<file path="src/rtl/arb_mux_pkg.sv">
// Shared types and helpers for the arbitrating multiplexer.
package arb_mux_pkg;

  typedef enum logic {
    ARB_RR    = 1'b0,
    ARB_FIXED = 1'b1
  } arb_mode_e;

  // Width of a channel index; never narrower than one bit.
  function automatic int sel_bits(input int n);
    return (n > 1) ? $clog2(n) : 1;
  endfunction

endpackage

</file>
<file path="src/rtl/arb_mux_rr_arbiter.sv">
// Combinational arbiter: round-robin after the pointer, or fixed lowest-index priority.
module rr_arbiter
  import arb_mux_pkg::*;
#(
  parameter int NUM_INPUTS  = 4,
  parameter int SELECT_BITS = sel_bits(NUM_INPUTS)
) (
  input  logic [NUM_INPUTS-1:0]  req,
  input  logic [SELECT_BITS-1:0] last,
  input  arb_mode_e              mode,
  output logic [NUM_INPUTS-1:0]  grant_onehot,
  output logic [SELECT_BITS-1:0] grant,
  output logic                   grant_valid
);

  int                   cand;
  logic [SELECT_BITS-1:0] idx;

  always_comb begin
    grant       = '0;
    grant_valid = 1'b0;
    cand        = 0;
    idx         = '0;
    if (mode == ARB_FIXED) begin
      for (int k = NUM_INPUTS - 1; k >= 0; k--) begin
        if (req[k]) begin
          grant       = SELECT_BITS'(k);
          grant_valid = 1'b1;
        end
      end
    end else begin
      // Scan backwards so the earliest position after the pointer wins; wrap is mod NUM_INPUTS.
      for (int i = NUM_INPUTS; i >= 1; i--) begin
        cand = int'(last) + i;
        if (cand >= NUM_INPUTS) cand = cand - NUM_INPUTS;
        idx = SELECT_BITS'(cand);
        if (req[idx]) begin
          grant       = idx;
          grant_valid = 1'b1;
        end
      end
    end
  end

  for (genvar gi = 0; gi < NUM_INPUTS; gi++) begin : g_onehot
    assign grant_onehot[gi] = grant_valid && (grant == SELECT_BITS'(gi));
  end

endmodule

</file>
<file path="src/rtl/arb_mux.sv">
// N-to-1 handshaked arbitrating mux with a single registered output stage.
module arb_mux
  import arb_mux_pkg::*;
#(
  parameter  int NUM_INPUTS  = 4,
  parameter  int DATA_WIDTH  = 32,
  localparam int SELECT_BITS = sel_bits(NUM_INPUTS)
) (
  input  logic                             i_clk,
  input  logic                             i_rst,
  input  logic [NUM_INPUTS*DATA_WIDTH-1:0] i_data_bus,
  input  logic [NUM_INPUTS-1:0]            i_valid,
  output logic [NUM_INPUTS-1:0]            o_ready,
  input  logic                             i_fixed_prio,
  output logic [DATA_WIDTH-1:0]            o_data,
  output logic [SELECT_BITS-1:0]           o_sel,
  output logic                             o_valid,
  input  logic                             i_ready
);

  logic [DATA_WIDTH-1:0]  chan_data [NUM_INPUTS];
  logic [NUM_INPUTS-1:0]  grant_onehot;
  logic [SELECT_BITS-1:0] grant;
  logic                   grant_valid;
  logic                   load;
  logic                   accept;
  arb_mode_e              mode;

  logic [DATA_WIDTH-1:0]  data_reg;
  logic [SELECT_BITS-1:0] sel_reg;
  logic                   valid_reg;
  logic [SELECT_BITS-1:0] last_reg;

  for (genvar gi = 0; gi < NUM_INPUTS; gi++) begin : g_unpack
    assign chan_data[gi] = i_data_bus[gi*DATA_WIDTH +: DATA_WIDTH];
  end

  assign mode = arb_mode_e'(i_fixed_prio);

  rr_arbiter #(
    .NUM_INPUTS  (NUM_INPUTS),
    .SELECT_BITS (SELECT_BITS)
  ) u_arb (
    .req          (i_valid),
    .last         (last_reg),
    .mode         (mode),
    .grant_onehot (grant_onehot),
    .grant        (grant),
    .grant_valid  (grant_valid)
  );

  // The output stage can take a new beat when empty or draining this cycle.
  assign load    = ~valid_reg | i_ready;
  assign o_ready = (load && !i_rst) ? grant_onehot : '0;
  assign accept  = |o_ready;

  always_ff @(posedge i_clk) begin
    if (i_rst) begin
      data_reg  <= '0;
      sel_reg   <= '0;
      valid_reg <= 1'b0;
      last_reg  <= SELECT_BITS'(NUM_INPUTS - 1);
    end else if (accept) begin
      data_reg  <= chan_data[grant];
      sel_reg   <= grant;
      valid_reg <= 1'b1;
      if (mode == ARB_RR) last_reg <= grant;
    end else if (i_ready) begin
      valid_reg <= 1'b0;
    end
  end

  assign o_data  = data_reg;
  assign o_sel   = sel_reg;
  assign o_valid = valid_reg;

endmodule

</file>
<file path="config.mk">
export PLATFORM = sky130hd
export DESIGN_NAME = arb_mux
export DESIGN_NICKNAME = d
export VERILOG_FILES = /design/src/rtl/arb_mux_pkg.sv /design/src/rtl/arb_mux_rr_arbiter.sv /design/src/rtl/arb_mux.sv
export SDC_FILE = /design/constraint.sdc
export NUM_CORES = 1
export LEC_CHECK = 0
export CORE_MARGIN = 1
export CORE_UTILIZATION = 36
export CTS_CLUSTER_DIAMETER = 100
export DETAILED_ROUTE_END_ITERATION = 10
export PLACE_DENSITY = 0.82
export SLEW_MARGIN = 20
export SYNTH_ARGS = -nofsm -noshare
export SYNTH_HDL_FRONTEND = slang
export SYNTH_SLANG_ARGS = --single-unit
</file>
<file path="constraint.sdc">
create_clock -name i_clk -period 2.36 [get_ports i_clk]
set_input_delay 0.354 -clock i_clk [delete_from_list [all_inputs] [get_ports i_clk]]
set_output_delay 0.354 -clock i_clk [all_outputs]
set_load 0.03 [all_outputs]
</file>
==> impl_metrics.json, run 1 <==
{
  "ys_top_cells_by_count": "dfxtp_1, nand2_1, nand3_1, mux2_2, mux2i_1",
  "drt_first_pass_iters": 4,
  "cts-htree-levels": 2,
  "grt.total_usage_pct": 22.4,
  "area_delta_synth_final_pct": 82.3,
  "synthesis.nets": 409,
  "wire_per_inst_um": 14.8,
  "fillers": 561,
  "grt_pass1_wl_um": 13100,
  "critPathKind": "flip-flop to output pin",
  "slew_viol_final": 0,
  "required_ps": 2010,
  "skew_ps": 3.21,
  "place_area_sq_mm": 0.00449,
  "syn-instance-count": 273,
  "postSynthAreaPerCell_sq_um": 9.35,
  "critPathLaunchType": "flip-flop",
  "dp_hpwl_um": 6510,
  "root_buffer": "clkbuf_8",
  "max_freq_mhz": 430,
  "vias_per_cell": 5.03,
  "fp.dieH_um": 86.2,
  "multi_input_area_sq_mm": 0.00170,
  "synth_top_area_share_pct": 29.0,
  "drc": 0,
  "tritoncts": "yes",
  "hold_path.class": "flip-flop to flip-flop",
  "critPathMostFrequentCell": "buf_6",
  "ys.flop_type": "dfxtp_1",
  "hold_viol_final": 0,
  "setup_viol": 0,
  "register_area_sq_um": 748,
  "holdBufCountCts": 0,
  "yosysTopAreaCell": "dfxtp_1",
  "period_share_pct": 98.6,
  "vias": 2812,
  "cts_buffers": 5,
  "synthArstFlopShare_pct": 0,
  "wl_met2_um": 4330,
  "cpMaxStageDelayCell": "dfxtp_4",
  "path_clk_slew_ps": 70,
  "synth_seq_cells": 37,
  "vdd.ir_drop.worst_mv": 0.250,
  "synth_edf_count": 0,
  "power.leakage_uw": 0.00179,
  "worst_hold_slack_ps": 465,
  "cts_buffer_depth": 2,
  "crit_fanout": 6,
  "cts_sinks": 37,
  "finalSetupTns_ps": 0,
  "core_area_sq_mm": 0.00683,
  "ant_nets": 0,
  "port_buffers": 174,
  "wl_met3_um": 644,
  "yosysWarnings": 0,
  "routed.top_layer": "met4",
  "cp_slowest_stage_delay_ps": 370,
  "clock_latency_ps": 280,
  "wl_um": 8290,
  "path_cells": "nor4b_2 > nor2_1 > and3_4 > o311ai_4 > buf_6 > nand2b_4 > nor2_4 > buf_6",
  "drt_iter0_drc": 52,
  "maxSlewHeadroom_pct": 70.8,
  "n_antenna_cell": 0,
  "antenna_found_initial": 0,
  "io-pin-count": 175,
  "mappedNetlistArea_sq_mm": 0.00255,
  "gr-total-overflow": 0,
  "yosysSeqAreaShare_pct": 29.0,
  "die_area_sq_mm": 0.00743,
  "start_util_pct": 37.3,
  "synth_area_leaders": "dfxtp_1, o211ai_2, mux2_2, mux2i_1, nand3_1",
  "p_per_area_mw_per_mm2": 496,
  "largest_reg_flops": 32,
  "layout-drive-gt1-share_pct": 25.9,
  "postLayoutCellArea_sq_mm": 0.00465,
  "rows": 30,
  "die_w_um": 86.2,
  "endpoint_kind": "output pin",
  "run_status": "finished, final reports clean",
  "ys_types": 31,
  "cap_violations": 0,
  "rsz0062_at_grt": "yes",
  "grt_max_degree": 36,
  "grt_pass1_vias": 2866,
  "wl_met1_um": 3180,
  "finalWeightedCongestion": 0.778,
  "crit_arrival_ps": 1970,
  "min_period_ps": 2330,
  "worstMarginPinSlew_ps": 434,
  "fin_nets": 598
}
==> metal layers <==
layer,track usage (%),vias to the layer above
li1,-,1375
met1,24.2,1313
met2,42.5,112
met3,5.81,12
met4,6.52,0
met5,0,-
==> area by class of cell <==
| type | instances | area share, % |
|---|---|---|
| Timing Repair Buffer | 207 | 42.9 |
| Multi-Input combinational cell | 210 | 36.6 |
| Sequential cell | 37 | 16.1 |
| Tap cell | 96 | 2.58 |
| Clock buffer | 6 | 1.56 |
| Clock inverter | 2 | 0.215 |
| Inverter | 1 | 0.0807 |
==> cells in the final DEF (no fill, tap or decap), drive strengths merged, types with 2 or more instances in the layout <==
master | Yosys | routed
a21oi | 7 | 7
and4bb | 2 | 2
buf | 16 | 36
clkbuf | 9 | 7
clkdlybuf4s50 | 0 | 165
clkinv | 0 | 2
dfxtp | 37 | 37
dlygate4sd2 | 0 | 5
mux2 | 32 | 32
mux2i | 32 | 32
nand2 | 37 | 37
nand2b | 4 | 4
nand3 | 33 | 33
nor2 | 12 | 12
nor2b | 3 | 3
nor3 | 5 | 5
o211ai | 32 | 32
==> metrics by stage <==
| stage | util, % | std cells | setup slack (ps) | power, uW |
|---|---|---|---|---|
| final | 68.1 | 559 | 33.5 | 2300 |
| after global routing | 68.1 | 559 | -39.0 | 2420 |
| after CTS | 68.1 | 559 | -3.22 | 2330 |
| after detailed placement | 65.7 | 545 | -417 | 1870 |
| after global placement | 65.7 | 545 | -386 | 1850 |
| after floorplan | - | 273 | 29.6 | 1350 |
==> path summary, 6_finish.rpt <==
kind	start	endpoint	slack (ps)	cells after the start
setup / recovery	last_reg[0]	o_ready[0]	30	8
hold / removal	o_sel[0]	o_sel[0]	460	2
setup reg to reg	last_reg[0]	o_data[7]	200	9
hold reg to reg	o_sel[0]	o_sel[0]	460	2
==> power breakdown <==
part           internal, uW  leakage, uW  switching (uW)
registers               718     0.000308            49.4
logic                   589      0.00144             519
clock network           205    0.0000450             224
total                  1510      0.00179             793
==> cell families after synthesis <==
group	share of synthesized area [%]
compound gates	19.1
buf+inv	5.79
flops	29.0
mux	26.7
simple gates	19.4
==> critical path, delay by kind of cell, from the launching register on <==
| family | cells | cell delay, ps |
|---|---|---|
| flops | 1 | 370 |
| buf+inv | 2 | 310 |
| simple gates | 5 | 730 |
| compound gates | 1 | 270 |
==> repair_timing <==
action	CTS	global route
pin swaps	5	1
gates resized for setup	19	2
setup endpoints to repair	4	4
setup buffers	6	0
endpoints found under the hold margin	0	0
(Power assumes the default switching activity.)
==> inputs of run 2 (changes only) <==
--- a/config.mk
+++ b/config.mk
@@ -13,4 +13,5 @@
 export SLEW_MARGIN = 20
 export SYNTH_ARGS = -nofsm -noshare
 export SYNTH_HDL_FRONTEND = slang
+export SYNTH_HIERARCHICAL = 1
 export SYNTH_SLANG_ARGS = --single-unit
==> impl_metrics.json, run 2 <==
{
  "hold_path.class": "flip-flop to flip-flop",
  "n_antenna_cell": 0,
  "finalWeightedCongestion": 0.797,
  "postSynthAreaPerCell_sq_um": 10.4,
  "period_share_pct": 95.3,
  "wire_per_inst_um": 16.0,
  "postLayoutCellArea_sq_mm": 0.00459,
  "area_delta_synth_final_pct": 80.3,
  "required_ps": 2010,
  "die_w_um": 86.1,
  "p_per_area_mw_per_mm2": 538,
  "antenna_found_initial": 0,
  "port_buffers": 174,
  "synthesis.nets": 381,
  "grt_max_degree": 37,
  "cts-htree-levels": 2,
  "wl_um": 8240,
  "fp.dieH_um": 86.1,
  "grt.total_usage_pct": 22.1,
  "clock_latency_ps": 280,
  "root_buffer": "clkbuf_8",
  "whs_path_depth": 2,
  "dp.cells": 507,
  "crit_arrival_ps": 1900,
  "syn-instance-count": 245,
  "critPathKind": "flip-flop to output pin",
  "dp_hpwl_um": 6450,
  "drt_first_pass_iters": 4,
  "final_cell_mix": "clkdlybuf4s50_1, dfxtp_1, nand4_1, nand2_1",
  "drt_iter0_drc": 89,
  "grt_pass1_wl_um": 13000,
  "rsz0062_at_grt": "no",
  "gr-total-overflow": 0,
  "fin_nets": 555,
  "critPathLaunchType": "flip-flop",
  "ant_nets": 0,
  "stdcell_count": 515,
  "cap_violations": 0,
  "cts_sinks": 37,
  "slew_viol_final": 0,
  "min_period_ps": 2250,
  "skew_ps": 4.10,
  "tritoncts": "yes",
  "power.leakage_uw": 0.00181,
  "reg2regPathDepth": 7,
  "die_area_sq_mm": 0.00741,
  "setup_viol": 0,
  "vias_per_cell": 5.37,
  "largest_reg_flops": 32,
  "worstMarginPinSlew_ps": 440,
  "path_clk_slew_ps": 70,
  "endpoint_kind": "output pin",
  "layout_commonest_cell": "clkdlybuf4s50_1",
  "holdBufCountCts": 0,
  "core_area_sq_mm": 0.00683,
  "grt_pass1_vias": 2808,
  "cts_buffer_depth": 2,
  "cts_buffers": 5,
  "drc": 0,
  "rows": 30,
  "io-pin-count": 175,
  "maxSlewHeadroom_pct": 70.6,
  "place_area_sq_mm": 0.00445,
  "run_status": "finished, final reports clean",
  "worst_hold_slack_ps": 486,
  "yosysWarnings": 6,
  "layout-drive-gt1-share_pct": 20.3,
  "hold_viol_final": 0,
  "mappedNetlistArea_sq_mm": 0.00255,
  "start_util_pct": 37.3,
  "crit_fanout": 7,
  "vias": 2764,
  "max_freq_mhz": 445,
  "vdd.ir_drop.worst_mv": 0.274
}
==> run 2: layout make-up <==
cell class | count | area [sq um]
multi-input cells | 172 | 1650
fillers | 547 | 2240
clock buffers | 7 | 86.3
well taps | 96 | 120
flip-flops and latches | 37 | 744
inverters | 5 | 18.8
repair buffers | 198 | 1970
==> run 2: through the flow <==
stage / setup slack, ps / util, % / TNS [ps] / power (uW)
global route: 3.91 / 67.2 / 0 / 2590
finish: 110 / 67.2 / 0 / 2470
detailed placement: -366 / 65.1 / -12170 / 2030
floorplan: 259 / - / 0 / 1490
CTS: -1.51 / 66.8 / -1.51 / 2470
global placement: -277 / 65.1 / -9250 / 2000
==> run 2: routing by layer <==
layer	routed length, um	up-vias	global-route usage (%)
li1	-	1322	-
met1	3140	1308	24.7
met2	4400	118	41.1
met5	0	-	0
met4	159	0	6.52
met3	548	16	5.29
==> run 2: power by group <==
group	total, uW	internal, uW	switching [uW]	leakage, uW
Sequential	780	724	56.1	0.000306
Combinational	1250	661	586	0.00146
Clock	445	232	213	0.0000443
==> run 2: repair_timing <==
item                       4_1_cts  5_1_grt
pin swaps                        1        0
gates resized for setup          9        7
setup endpoints to repair       38       37
buffers inserted                 1        0
hold endpoints to repair         0        0
==> run 2: final timing paths <==
check / startpoint / endpoint / slack [ps]
hold / removal: o_sel[1] / o_sel[1] / 490
setup / recovery: last_reg[1] / o_ready[1] / 110
setup reg to reg: last_reg[1] / o_sel[1] / 180
hold reg to reg: o_sel[1] / o_sel[1] / 490
==> run 2: worst max-delay path, stage by stage, from the launching register on <==
cell	delay (ps)
dfxtp_4	390
mux2i_1	220
o221ai_2	150
buf_4	160
o211a_1	210
buf_4	150
and3_1	160
buf_4	170
